File: config.mk
export PLATFORM = sky130hd
export DESIGN_NAME = dm_arb
export DESIGN_NICKNAME = d
export VERILOG_FILES = /design/src/rtl/dm_arb_pkg.sv /design/src/rtl/dm_merge.sv /design/src/rtl/dm_arb.sv
export SDC_FILE = /design/constraint.sdc
export NUM_CORES = 1
export LEC_CHECK = 0
export BUFFER_PORTS_ARGS = -buffer_cell sky130_fd_sc_hd__buf_2
export CAP_MARGIN = 40
export CORE_UTILIZATION = 42
export DETAILED_ROUTE_END_ITERATION = 7
export PLACE_DENSITY = 0.81
export SLEW_MARGIN = 15
export SYNTH_ARGS = -nofsm -noshare
export SYNTH_HDL_FRONTEND = slang
export SYNTH_HIERARCHICAL = 1
export SYNTH_SLANG_ARGS = --single-unit
File: constraint.sdc
create_clock -name clk -period 1.5 [get_ports clk]
set_input_delay 0.075 -clock clk [delete_from_list [all_inputs] [get_ports clk]]
set_output_delay 0.075 -clock clk [all_outputs]
set_load 0.01 [all_outputs]
File: src/rtl/dm_arb_pkg.sv
// Shared types and constants for the data-memory arbiter: FSM state encoding,
// port-select encoding and the default word-address width.
package dm_arb_pkg;

    localparam int DM_ARB_AW = 7;

    typedef enum logic [1:0] {
        ST_IDLE  = 2'd0,
        ST_ACC   = 2'd1,
        ST_MERGE = 2'd2,
        ST_DONE  = 2'd3
    } state_t;

    typedef enum logic {
        PORT_CPU = 1'b0,
        PORT_DBG = 1'b1
    } port_t;

endpackage

File: src/rtl/dm_merge.sv
// Combinational lane merge for sub-word stores: replaces one byte or one
// halfword of the old memory word with the low bits of the store data.
module dm_merge
    import dm_arb_pkg::*;
(
    input  logic [31:0] old_word,
    input  logic [31:0] wdata,
    input  logic [1:0]  addr,
    input  logic        sh,
    input  logic        sb,
    output logic [31:0] merged
);

    // Only the low halfword of the store data can ever reach memory.
    logic unused_wdata_hi;
    assign unused_wdata_hi = ^wdata[31:16];

    always_comb begin
        merged = old_word;
        if (sb) begin
            case (addr)
                2'd0:    merged[7:0]   = wdata[7:0];
                2'd1:    merged[15:8]  = wdata[7:0];
                2'd2:    merged[23:16] = wdata[7:0];
                default: merged[31:24] = wdata[7:0];
            endcase
        end else if (sh) begin
            if (addr[1]) begin
                merged[31:16] = wdata[15:0];
            end else begin
                merged[15:0] = wdata[15:0];
            end
        end
    end

endmodule

File: src/rtl/dm_arb.sv
// dm_arb: CPU / debug arbiter in front of a word-only data memory, with
// read-modify-write for byte and halfword stores. Debug port enabled by DM_ARB_DBG_EN.
module dm_arb
    import dm_arb_pkg::*;
#(
    parameter int AW = DM_ARB_AW
) (
    input  logic          clk,
    input  logic          rst,

    input  logic          cpu_req,
    input  logic          cpu_we,
    input  logic          cpu_sh,
    input  logic          cpu_sb,
    input  logic [31:0]   cpu_addr,
    input  logic [31:0]   cpu_wdata,
    output logic          cpu_ack,
    output logic [31:0]   cpu_rdata,

    input  logic          dbg_req,
    input  logic          dbg_we,
    input  logic          dbg_sh,
    input  logic          dbg_sb,
    input  logic [31:0]   dbg_addr,
    input  logic [31:0]   dbg_wdata,
    output logic          dbg_ack,
    output logic [31:0]   dbg_rdata,

    output logic          mem_we,
    output logic [AW-1:0] mem_addr,
    output logic [31:0]   mem_wdata,
    input  logic [31:0]   mem_rdata,

    output logic [1:0]    fsm_state
);

    // Handshake: a requester raises req with we/sh/sb/addr/wdata stable and
    // holds them until its ack; ack is a one-cycle completion pulse with rdata
    // valid in that cycle; req drops in the cycle after ack.

    state_t      state;
    port_t       gnt_q;
    logic        any_req;
    logic        s_we;
    logic        s_sh;
    logic        s_sb;
    logic [31:0] s_addr;
    logic [31:0] s_wdata;

    logic        we_q;
    logic        sh_q;
    logic        sb_q;
    logic [1:0]  lane_q;
    logic [31:0] wdata_q;
    logic [31:0] merge_q;
    logic [31:0] merged;
    logic        mem_we_q;
    logic        sub_q;
    logic        go_done;
    logic        rd_cap;

    logic unused_addr_hi;
    assign unused_addr_hi = ^s_addr[31:AW+2];

`ifdef DM_ARB_DBG_EN
    port_t sel;

    // Round robin: on a tie the port not granted last wins.
    always_comb begin
        sel = PORT_CPU;
        if (dbg_req && (!cpu_req || gnt_q == PORT_CPU)) begin
            sel = PORT_DBG;
        end
    end

    assign any_req = cpu_req | dbg_req;

    always_comb begin
        if (sel == PORT_DBG) begin
            {s_we, s_sh, s_sb, s_addr, s_wdata} = {dbg_we, dbg_sh, dbg_sb, dbg_addr, dbg_wdata};
        end else begin
            {s_we, s_sh, s_sb, s_addr, s_wdata} = {cpu_we, cpu_sh, cpu_sb, cpu_addr, cpu_wdata};
        end
    end

    always_ff @(posedge clk) begin
        if (rst) begin
            gnt_q <= PORT_DBG;
        end else if (state == ST_IDLE && any_req) begin
            gnt_q <= sel;
        end
    end
`else
    logic unused_dbg;
    assign unused_dbg = ^{dbg_req, dbg_we, dbg_sh, dbg_sb, dbg_addr, dbg_wdata};

    assign gnt_q   = PORT_CPU;
    assign any_req = cpu_req;
    assign s_we    = cpu_we;
    assign s_sh    = cpu_sh;
    assign s_sb    = cpu_sb;
    assign s_addr  = cpu_addr;
    assign s_wdata = cpu_wdata;
`endif

    assign sub_q = we_q & (sh_q | sb_q);

    always_ff @(posedge clk) begin
        if (rst) begin
            state    <= ST_IDLE;
            mem_we_q <= 1'b0;
            mem_addr <= '0;
            we_q     <= 1'b0;
            sh_q     <= 1'b0;
            sb_q     <= 1'b0;
            lane_q   <= 2'd0;
            wdata_q  <= '0;
            merge_q  <= '0;
        end else begin
            case (state)
                ST_IDLE: begin
                    if (any_req) begin
                        we_q     <= s_we;
                        sh_q     <= s_sh;
                        sb_q     <= s_sb;
                        lane_q   <= s_addr[1:0];
                        wdata_q  <= s_wdata;
                        mem_addr <= s_addr[AW+1:2];
                        mem_we_q <= s_we & ~(s_sh | s_sb);
                        state    <= ST_ACC;
                    end
                end
                ST_ACC: begin
                    if (sub_q) begin
                        merge_q  <= mem_rdata;
                        mem_we_q <= 1'b1;
                        state    <= ST_MERGE;
                    end else begin
                        mem_we_q <= 1'b0;
                        state    <= ST_DONE;
                    end
                end
                ST_MERGE: begin
                    mem_we_q <= 1'b0;
                    state    <= ST_DONE;
                end
                default: begin
                    mem_we_q <= 1'b0;
                    state    <= ST_IDLE;
                end
            endcase
        end
    end

    dm_merge u_merge (
        .old_word (merge_q),
        .wdata    (wdata_q),
        .addr     (lane_q),
        .sh       (sh_q),
        .sb       (sb_q),
        .merged   (merged)
    );

    // Gating with rst kills a write already in flight in the reset cycle itself.
    assign mem_we    = mem_we_q & ~rst;
    assign mem_wdata = (state == ST_MERGE) ? merged : wdata_q;
    assign fsm_state = state;

    assign go_done = (state == ST_MERGE) || (state == ST_ACC && !sub_q);
    assign rd_cap  = (state == ST_ACC) && !we_q;

    always_ff @(posedge clk) begin
        if (rst) begin
            cpu_ack   <= 1'b0;
            cpu_rdata <= '0;
        end else begin
            cpu_ack <= go_done && (gnt_q == PORT_CPU);
            if (rd_cap && gnt_q == PORT_CPU) begin
                cpu_rdata <= mem_rdata;
            end
        end
    end

`ifdef DM_ARB_DBG_EN
    always_ff @(posedge clk) begin
        if (rst) begin
            dbg_ack   <= 1'b0;
            dbg_rdata <= '0;
        end else begin
            dbg_ack <= go_done && (gnt_q == PORT_DBG);
            if (rd_cap && gnt_q == PORT_DBG) begin
                dbg_rdata <= mem_rdata;
            end
        end
    end
`else
    assign dbg_ack   = 1'b0;
    assign dbg_rdata = '0;
`endif

endmodule

* Yosys cells after proc, flatten, opt, wreduce, memory -nomap -nowiden
Index checks and enable logic that the tools add are counted.
** Word-level totals
- Register bits :: 112
- Output and inout bits :: 108
- Logic and storage cells :: 48
** Cells by class
- Equality and inequality tests :: 5
- Mux-type cells :: 15
- Bitwise operators :: 7
- Reduce and logical (&&, ||, !) cells :: 10
** Operators with widths (number)
- $mux 32 :: 3
- $mux 16 :: 2
- $mux 8 :: 4
- $pmux 2 s3 :: 1
- $eq 2x1->1 const B :: 2
- $eq 2x2->1 const B :: 2
- $logic_not 2->1 :: 2
- $reduce_and 2->1 :: 2
- $and 1x1->1 :: 3
- $mux 1 :: 3
- $reduce_or 3->1 :: 1
- $logic_and 1x1->1 :: 2
- $logic_not 1->1 :: 2
- $mux 2 :: 1
- $ne 2x2->1 const B :: 1
- $not 1->1 :: 2
- $or 1x1->1 :: 2
- $pmux 1 s2 :: 1
- $logic_or 1x1->1 :: 1

* Logic depth before layout (Yosys ltp)
Gate-level depths: netlist (run 1).
- Word-level depth :: 5
- Gate-level depth with buffers :: 7
- Mapped depth without buffers :: 5

* By module
Netlist (run 1), hierarchy kept.
** Modules (own cells, without submodules)
- dm_arb :: instances 1, cells an instance 569, area an instance 4629.4 µm², seq. area each 2242.2 µm²
- dm_merge :: instances 1, cells an instance 98, area an instance 833.3 µm², seq. area each 0.0 µm²

* Worst setup path before layout (run 1)
OpenSTA, ideal clock, no wires.
- Path kind :: register to output
- Start point :: register sb_q
- End point :: output port mem_wdata[0]
- Arrival time :: 1.587 ns
- Data required time :: 1.425 ns
- Slack :: -0.162 ns
- Stages on the path, launching flop included :: 7
- Cells stage by stage :: dfxtp_1 -> buf_6 -> nor2b_4 -> o21ba_1 -> buf_6 -> mux2_4 -> mux2_2
** On the way
- Word-level cells in the longest chain between the ends :: 2
** RTL lines
- start, declared :: RTL line dm_arb.sv:52 : logic sb_q;
- start signal, assigned :: RTL line dm_arb.sv:125 : sb_q <= s_sb;
- $mux 32 :: RTL line dm_merge.sv:20 : if (sb) begin
- named net merged[0] :: RTL line dm_arb.sv:56 : logic [31:0] merged;
- $mux 32 :: RTL line dm_arb.sv:166 : assign mem_wdata = (state == ST_MERGE) ? merged : wdata_q;
- end, declared :: RTL line dm_arb.sv:31 : output logic [31:0] mem_wdata,
The timed path passes the listed nets, and every way through them passes these cells.

* Final worst setup path (run 1)
- Start point :: register sb_q
- End point :: output port mem_wdata[17]
The elaborated chain is that of the path after synthesis.

==> results of run 1 <==
layout by cell type (no fill, tap or decap), types with 2 or more instances in the layout:
master           n
mux2_4          48
clkbuf_8         3
o21ai_0          3
buf_2          121
ha_4             2
nand3_1          3
dfxtp_1        108
nand2_4          2
nand2_1        220
a211oi_2         6
a21oi_2         22
buf_6           43
and2_4           2
clkbuf_16       14
mux2i_1         25
nor2b_4          3
and3_4           5
nor2_1           3
buf_12          10
dfxtp_4          2
inv_1            3
nand2_2         12
and3_1           2
nand2b_4         2
a21oi_1         88
a31oi_1          5
buf_4           15
or2b_4           2
dlygate4sd3_1   77
a31oi_4          2
dfxtp_2          2
conb_1          33
layout make-up:
cell class	count	share of cell area (%)
multi-input combinational	505	39.0
clock buffer	13	3.50
clock inverter	3	0.255
timing repair buffer	271	27.5
sequential	112	27.0
inverter	3	0.135
tap	172	2.58
layer usage:
metal  wire (µm)  part of all wire, %
met1        8030                   41
met2        9680                   50
met3        1310                  6.7
met4         399                  2.1
met5           0                    0
worst max-delay path, delay by kind of cell (launching register included):
family / cells / cell delay [ns]
AO/OA/AOI/OAI: 1 / 0.14
buffers and inverters: 3 / 0.39
flip-flops: 1 / 0.36
multiplexers: 2 / 0.58
AND/OR/NAND/NOR: 1 / 0.13
synth_stat cells:
library cell	count	area [µm²]
clkbuf_1	11	41.3
buf_2	22	110
o211ai_2	1	12.5
o211a_4	1	17.5
a31oi_1	8	50.1
nor2_1	3	11.3
nand3_1	3	15.0
nand4b_1	1	8.76
buf_6	5	56.3
inv_1	3	11.3
or3_1	1	6.26
mux2_4	16	240
o21ba_1	1	10.0
conb_1	1	3.75
mux2_2	32	360
and2_1	2	12.5
nor2b_1	2	12.5
mux2i_1	25	250
and3_1	7	43.8
nor2b_2	1	8.76
buf_4	41	308
nand2_1	234	878
a21oi_1	110	551
nand2b_1	3	18.8
o211ai_1	1	7.51
o2111ai_1	1	8.76
a211oi_1	7	52.6
o21ai_0	3	15.0
dfxtp_1	112	2240
o21ai_4	1	16.3
nor2b_4	1	13.8
buf_1	2	7.51
ha_1	4	50.1
or2b_4	1	11.3
cell families (layout without fill, tap and decap cells):
| kind of cell | Yosys count | after routing | synth area share (%) |
|---|---|---|---|
| other | 1 | 33 | 0.0686 |
| and+or+nand+nor | 259 | 261 | 19.1 |
| buffers and inverters | 84 | 290 | 9.78 |
| adders and majority gates | 4 | 4 | 0.916 |
| AOI/OAI and AO/OA | 134 | 134 | 13.6 |
| DFF | 112 | 112 | 41.0 |
| muxes | 73 | 73 | 15.6 |
flip-flops by register name, indices dropped and copies added, names as in the netlist:
signal,flops
cpu_rdata,32
lane_q,2
sb_q,1
cpu_ack,1
merge_q,32
fsm_state,2
mem_addr,7
sh_q,1
we_q,1
wdata_q,32
mem_we_q,1
timing repair:
item                                    in CTS  in global routing
setup buffers                                4                  1
hold buffers                                77                  0
endpoints found under the setup margin      64                 77
pin swaps                                    8                 42
cloned                                       2                  5
gates resized for setup                     81                 65
endpoints found under the hold margin      107                  0
worst paths after layout:
path / startpoint / endpoint / slack [ns]
worst max-delay path: sb_q / mem_wdata[17] / -0.55
worst min-delay path: cpu_req / fsm_state[0] / 0.06
worst max register to register: sh_q / merge_q[21] / -0.03
worst min register to register: cpu_rdata[5] / cpu_rdata[5] / 0.45
power groups by stage:
stage	combinational, mW	clock [mW]	sequential, mW
after global routing	5.15	2.64	3.93
after global placement	3.63	0	3.88
after CTS	4.33	2.51	3.85
after floorplan	2.35	0	3.94
after detailed placement	3.69	0	3.90
final	4.84	2.47	3.90
==> flow_metrics.env, run 1 <==
export IMPL_power_leakage_nw=3.60
export IMPL_utilization_pct=65.8
export IMPL_endpoint_kind="output pin"
export IMPL_multi_input_area_um2=3250
export IMPL_worstSetupPathType="register to output pin"
export IMPL_syn_area_per_cell_um2=8.19
export IMPL_grt_pass1_vias=5232
export IMPL_die_area_um2=13500
export IMPL_fin_setup_tns_ns=-14.33
export IMPL_cts_tree="done"
export IMPL_maxCapViolCount=0
export IMPL_rsz0062_at_grt="yes"
export IMPL_holdWs_ns=0.0571
export IMPL_ys_types=34
export IMPL_yosysSeqAreaShare_pct=41.0
export IMPL_global_route_overflow_total=0
export IMPL_path_clk_slew_ns=0.08
export IMPL_post_place_ws_ns=-0.296
export IMPL_antenna_found_initial=0
export IMPL_die_w_um=116
export IMPL_dr_first_iter_drc_count=407
export IMPL_seq_power_share_pct=34.8
export IMPL_powerDensity_nw_per_um2=1350
export IMPL_place_hpwl_mm=10.7
export IMPL_cp_slowest_stage_delay_ns=0.36
export IMPL_clock_sinks=112
export IMPL_min_period_over_period_pct=137
export IMPL_io_buffers=153
export IMPL_drt_wl_total_mm=19.4
export IMPL_drive_above_1_share_pct=36.4
export IMPL_core_um2=12700
export IMPL_cts_htree_levels=3
export IMPL_max_freq_mhz=487
export IMPL_hp_class="primary input to register"
export IMPL_grt_total_usage_pct=26.4
export IMPL_finalClockSkew_ns=0.00818
export IMPL_violations="negative setup slack"
export IMPL_syn_area_um2=5460
export IMPL_wl_per_cell_um=18.0
export IMPL_route_detailed_drc=0
export IMPL_grt_max_degree=76
export IMPL_slew_violations=0
export IMPL_cp_arrival_ns=1.98
export IMPL_cp_cell_sequence="nor2b_4, buf_6, o21ai_4, buf_12, mux2_4, mux2_4, buf_6"
export IMPL_crit_fanout=8
export IMPL_worstSetupStartpointType="register"
export IMPL_crit_slowest_cell="dfxtp_4"
export IMPL_yosysWarnings=6
export IMPL_ioPinCount=278
export IMPL_n_fill_cell=1000
export IMPL_cts_root_buffer="clkbuf_16"
export IMPL_clkPwrFrac_pct=22.1
export IMPL_grt_busiest_layer="met2"
export IMPL_ff_latch_area_um2=2250
export IMPL_hold_violations=0
export IMPL_synthCells=667
export IMPL_diodes=0
export IMPL_via_per_inst=5.13
export IMPL_layout_nets=1076
export IMPL_clkLatencyLatePin_ns=0.36
export IMPL_std_cell_rows=41
export IMPL_placedCellCount=975
export IMPL_holdPathStages=3
export IMPL_clockBufferDepth=2
export IMPL_ir_drop_mv=1.17
export IMPL_final_cells=1079
export IMPL_outcome="finished with violations"
export IMPL_initial_utilization_pct=43.1
export IMPL_use_met1_pct=31.5
export IMPL_globalplace_congestion=0.840
export IMPL_grt_pass1_wl_mm=26.7
export IMPL_grt_use_met2_pct=46.5
export IMPL_power_frac_comb_pct=43.2
export IMPL_post_dp_cell_area_um2=6480
export IMPL_die_h_um=116
export IMPL_cts_buffers=9
export IMPL_synthToLayoutAreaGrowth_pct=52.5
export IMPL_finalCriticalPeriod_ns=2.05
export IMPL_dr_pass1_iters=4
export IMPL_stdcell_area_um2=8330
export IMPL_swShare_pct=36.0
export IMPL_finalWorstSetupSlack_ns=-0.554
export IMPL_finalPower_mw=11.2
export IMPL_ff2ff_path_depth=7
export IMPL_postRouteAntennaNets=0
export IMPL_p_sw_mw=4.04
export IMPL_setup_viol=44
export IMPL_use_met3_pct=6.96
export IMPL_vias=5535
export IMPL_cp_required_ns=1.42
export IMPL_synth_seq_cells=112
export IMPL_internal_power_mw=7.17
(Power assumes the default switching activity.)
==> run 2: changes to the inputs <==
--- a/config.mk
+++ b/config.mk
@@ -10,6 +10,7 @@
 export CORE_UTILIZATION = 42
 export DETAILED_ROUTE_END_ITERATION = 7
 export PLACE_DENSITY = 0.81
+export SKIP_CTS_REPAIR_TIMING = 1
 export SLEW_MARGIN = 15
 export SYNTH_ARGS = -nofsm -noshare
 export SYNTH_HDL_FRONTEND = slang
==> flow_metrics.env, run 2 (synthesized netlist as in run 1, its figures left out) <==
export IMPL_powerDensity_nw_per_um2=1350
export IMPL_final_cells=1070
export IMPL_drive_above_1_share_pct=36.4
export IMPL_hold_violations=8
export IMPL_antenna_found_initial=0
export IMPL_swShare_pct=35.9
export IMPL_n_fill_cell=1017
export IMPL_utilization_pct=65.0
export IMPL_finalWorstSetupSlack_ns=-0.568
export IMPL_clock_sinks=112
export IMPL_holdWs_ns=-0.0283
export IMPL_final_common_cell="nand2_1"
export IMPL_postRouteAntennaNets=0
export IMPL_p_sw_mw=4.00
export IMPL_clkPwrFrac_pct=22.1
export IMPL_slew_violations=0
export IMPL_cts_root_buffer="clkbuf_16"
export IMPL_post_dp_cell_area_um2=6480
export IMPL_internal_power_mw=7.13
export IMPL_power_leakage_nw=3.60
export IMPL_cp_required_ns=1.42
export IMPL_wl_per_cell_um=17.7
export IMPL_finalCriticalPeriod_ns=2.07
export IMPL_ir_drop_mv=1.13
export IMPL_seq_power_share_pct=35.0
export IMPL_cts_htree_levels=3
export IMPL_clkLatencyLatePin_ns=0.35
export IMPL_power_frac_comb_pct=42.9
export IMPL_core_um2=12700
export IMPL_layout_nets=1067
export IMPL_initial_utilization_pct=43.1
export IMPL_placedCellCount=975
export IMPL_grt_max_degree=76
export IMPL_crit_fanout=8
export IMPL_largest_registers="cpu_rdata x32, merge_q x32, wdata_q x32"
export IMPL_fin_setup_tns_ns=-14.88
export IMPL_synthToLayoutAreaGrowth_pct=50.8
export IMPL_cts_buffers=9
export IMPL_worstSetupPathType="register to output pin"
export IMPL_place_hpwl_mm=10.7
export IMPL_die_h_um=116
export IMPL_path_clk_slew_ns=0.07
export IMPL_cts_tree="done"
export IMPL_io_buffers=153
export IMPL_grt_pass1_vias=4510
export IMPL_setup_viol=44
export IMPL_post_place_ws_ns=-0.296
export IMPL_hp_class="primary input to register"
export IMPL_finalPower_mw=11.1
export IMPL_route_detailed_drc=0
export IMPL_maxCapViolCount=0
export IMPL_worstSetupStartpointType="register"
export IMPL_violations="negative hold slack, negative setup slack"
export IMPL_stdcell_area_um2=8240
export IMPL_dr_first_iter_drc_count=442
export IMPL_die_area_um2=13500
export IMPL_cp_arrival_ns=1.99
export IMPL_globalplace_congestion=0.840
export IMPL_ioPinCount=278
export IMPL_dr_pass1_iters=5
export IMPL_max_freq_mhz=484
export IMPL_std_cell_rows=41
export IMPL_grt_total_usage_pct=22.4
export IMPL_via_per_inst=5.14
export IMPL_clockBufferDepth=2
export IMPL_vias=5496
export IMPL_min_period_over_period_pct=138
export IMPL_drt_wl_total_mm=19.0
export IMPL_endpoint_kind="output pin"
export IMPL_finalClockSkew_ns=0.00869
export IMPL_outcome="finished with violations"
export IMPL_die_w_um=116
export IMPL_global_route_overflow_total=0
export IMPL_grt_pass1_wl_mm=22.8
export IMPL_rsz0062_at_grt="yes"
export IMPL_diodes=0
export IMPL_mostFrequentLayoutCells="nand2_1, buf_2, dfxtp_1"
-- run 2: path summary, 6_finish.rpt --
path / startpoint / end / slack [ns] / cells past startpoint
worst max register to register: sh_q / merge_q[0] / -0.05 / 7
worst max-delay path: sb_q / mem_wdata[17] / -0.57 / 7
worst min-delay path: mem_rdata[18] / cpu_rdata[18] / -0.03 / 3
worst min register to register: cpu_rdata[5] / cpu_rdata[5] / 0.45 / 2
-- run 2: critical path, cell delays in order (launching register included) --
cell	delay, ns
dfxtp_4	0.37
nor2b_4	0.14
buf_6	0.11
o21ai_4	0.15
buf_12	0.16
mux2_4	0.31
mux2_4	0.27
buf_6	0.12
-- run 2: cell type report --
cell class | count | area (µm²) | share of cell area (%)
repair buffers | 262 | 2180 | 26.5
flip-flops and latches | 112 | 2250 | 27.3
clock inverters | 3 | 21.3 | 0.258
well taps | 172 | 215 | 2.61
inverters | 3 | 11.3 | 0.137
clock buffers | 13 | 292 | 3.54
multi-input cells | 505 | 3270 | 39.7
-- run 2: metal layers --
layer	part of all wire, %	GRT usage (%)
met1	40	28.8
met4	2.4	5.13
met3	8.1	7.17
met5	0	0
met2	50	36.6
-- run 2: power groups by stage --
stage	sequential [mW]	clock, mW	combinational, mW
finish	3.89	2.46	4.77
global route	3.94	2.64	5.09
CTS	3.84	2.51	3.71
detailed placement	3.90	0	3.69
global placement	3.88	0	3.63
floorplan	3.94	0	2.35
==> run 3: changes to the inputs <==
--- a/config.mk
+++ b/config.mk
@@ -9,7 +9,7 @@
 export CAP_MARGIN = 40
 export CORE_UTILIZATION = 42
 export DETAILED_ROUTE_END_ITERATION = 7
-export PLACE_DENSITY = 0.81
+export PLACE_DENSITY = 0.89
 export SKIP_CTS_REPAIR_TIMING = 1
 export SLEW_MARGIN = 15
 export SYNTH_ARGS = -nofsm -noshare
==> flow_metrics.env, run 3 (synthesized netlist as in run 1, its figures left out) <==
export IMPL_holdWs_ns=-0.000835
export IMPL_final_common_cell="nand2_1"
export IMPL_hold_violations=1
export IMPL_grt_max_degree=38
export IMPL_cp_slowest_stage_delay_ns=0.37
export IMPL_swShare_pct=35.1
export IMPL_cp_arrival_ns=1.96
export IMPL_die_h_um=116
export IMPL_die_w_um=116
export IMPL_max_freq_mhz=493
export IMPL_cts_root_buffer="clkbuf_16"
export IMPL_outcome="finished with violations"
export IMPL_cts_htree_levels=3
export IMPL_cp_endpoint="mem_wdata[0]"
export IMPL_rrSetupSlack_ns=-0.03
export IMPL_ioPinCount=278
export IMPL_finalCriticalPeriod_ns=2.03
export IMPL_finalClockSkew_ns=0.00601
export IMPL_mostFrequentLayoutCells="nand2_1, buf_2, dfxtp_1"
export IMPL_path_common_cell="mux2_4"
export IMPL_ff_latch_area_um2=2260
export IMPL_rsz0062_at_grt="yes"
export IMPL_clockBufferDepth=2
export IMPL_startpoint="sh_q"
export IMPL_place_hpwl_mm=11.2
export IMPL_die_area_um2=13500
export IMPL_largest_registers="cpu_rdata x32, merge_q x32, wdata_q x32"
export IMPL_drive_above_1_share_pct=33.6
export IMPL_dr_first_iter_drc_count=266
export IMPL_power_leakage_nw=3.50
export IMPL_ir_drop_mv=1.32
export IMPL_antenna_found_initial=0
export IMPL_violations="negative hold slack, negative setup slack"
export IMPL_endpoint_kind="output pin"
export IMPL_via_per_inst=5.07
export IMPL_worstSetupPathType="register to output pin"
export IMPL_cts_tree="done"
export IMPL_post_place_ws_ns=-0.152
export IMPL_grt_total_usage_pct=22.9
export IMPL_multi_input_area_um2=3130
export IMPL_postRouteAntennaNets=0
export IMPL_cp_required_ns=1.42
export IMPL_n_fill_cell=1043
export IMPL_clkLatencyLatePin_ns=0.36
export IMPL_cts_buffers=9
export IMPL_p_sw_mw=3.90
export IMPL_diodes=0
export IMPL_utilization_pct=63.8
export IMPL_seq_power_share_pct=35.0
export IMPL_route_detailed_drc=0
export IMPL_crit_fanout=8
export IMPL_hp_class="primary input to register"
export IMPL_crit_slowest_cell="dfxtp_4"
export IMPL_grt_pass1_wl_mm=23.3
export IMPL_clkPwrFrac_pct=22.9
export IMPL_cp_cell_sequence="nor2b_4, o21ba_4, buf_12, mux2_4, mux2_4, buf_6"
export IMPL_r2r_start="sh_q"
export IMPL_path_clk_slew_ns=0.07
export IMPL_placedCellCount=974
export IMPL_globalplace_congestion=0.906
export IMPL_vias=5410
export IMPL_std_cell_rows=41
export IMPL_io_buffers=153
export IMPL_powerDensity_nw_per_um2=1380
export IMPL_grt_pass1_vias=4603
export IMPL_initial_utilization_pct=43.1
export IMPL_drt_wl_total_mm=18.1
export IMPL_finalWorstSetupSlack_ns=-0.530
export IMPL_dr_pass1_iters=5
export IMPL_holdPathStages=3
export IMPL_path_delay_family="multiplexers"
export IMPL_path_depth=6
export IMPL_ff2ff_path_depth=7
export IMPL_r2r_end="mem_we_q"
export IMPL_slew_violations=0
export IMPL_synthToLayoutAreaGrowth_pct=47.9
export IMPL_min_period_over_period_pct=135
export IMPL_power_frac_comb_pct=42.1
export IMPL_finalPower_mw=11.1
export IMPL_clock_sinks=112
export IMPL_wl_per_cell_um=16.9
export IMPL_setup_viol=33
export IMPL_final_cells=1068
export IMPL_worstSetupStartpointType="register"
export IMPL_core_um2=12700
export IMPL_global_route_overflow_total=0
export IMPL_layout_nets=1065
export IMPL_internal_power_mw=7.22
export IMPL_critPathBufInv=2
export IMPL_maxCapViolCount=0
## run 3: cell type report
type | instances | area share [%]
clock buffers | 12 | 3.31
clock inverters | 4 | 0.619
inverters | 3 | 0.139
multi-input cells | 503 | 38.7
flip-flops and latches | 112 | 27.9
well taps | 172 | 2.66
repair buffers | 262 | 26.6
## run 3: through the flow
| step | instance area [µm²] | setup TNS, ns |
|---|---|---|
| final | 8080 | -14.13 |
| after global routing | 8080 | -16.49 |
| after CTS | 6830 | -15.54 |
| after detailed placement | 6510 | -2.74 |
| after global placement | 6510 | -1.49 |
| after floorplan | 5650 | -1.02 |
## run 3: tightest hold or removal path, cell delays in order
cell and delay, ns:
buf_2 0.10, nand2_1 0.07, a21oi_1 0.06
## run 3: power groups by stage
stage               combinational [mW]  sequential [mW]  clock, mW
finish                            4.68             3.89       2.54
global route                      5.02             3.94       2.72
CTS                               3.86             3.83       2.59
detailed placement                3.85             3.90          0
global placement                  3.75             3.87          0
floorplan                         2.35             3.94          0
## run 3: how the worst min path moves through the flow
| stage | startpoint | end | slack [ns] |
|---|---|---|---|
| floorplan | cpu_sb | sb_q | 0.20 |
| detailed placement | cpu_addr[5] | mem_addr[3] | 0.32 |
| CTS | cpu_addr[1] | lane_q[1] | -0.06 |
| finish | cpu_addr[2] | mem_addr[0] | -0.0008 |
| global route | cpu_we | we_q | 0.002 |
| global placement | cpu_addr[4] | mem_addr[2] | 0.32 |
## run 3: routing by layer
| metal | global-route usage (%) | part of all wire [%] | up-vias |
|---|---|---|---|
| met5 | 0 | 0 | - |
| met4 | 5.90 | 1.9 | 0 |
| met3 | 7.95 | 7.8 | 30 |
| met2 | 37.5 | 50 | 213 |
| met1 | 28.8 | 40 | 2575 |
| li1 | - | - | 2592 |
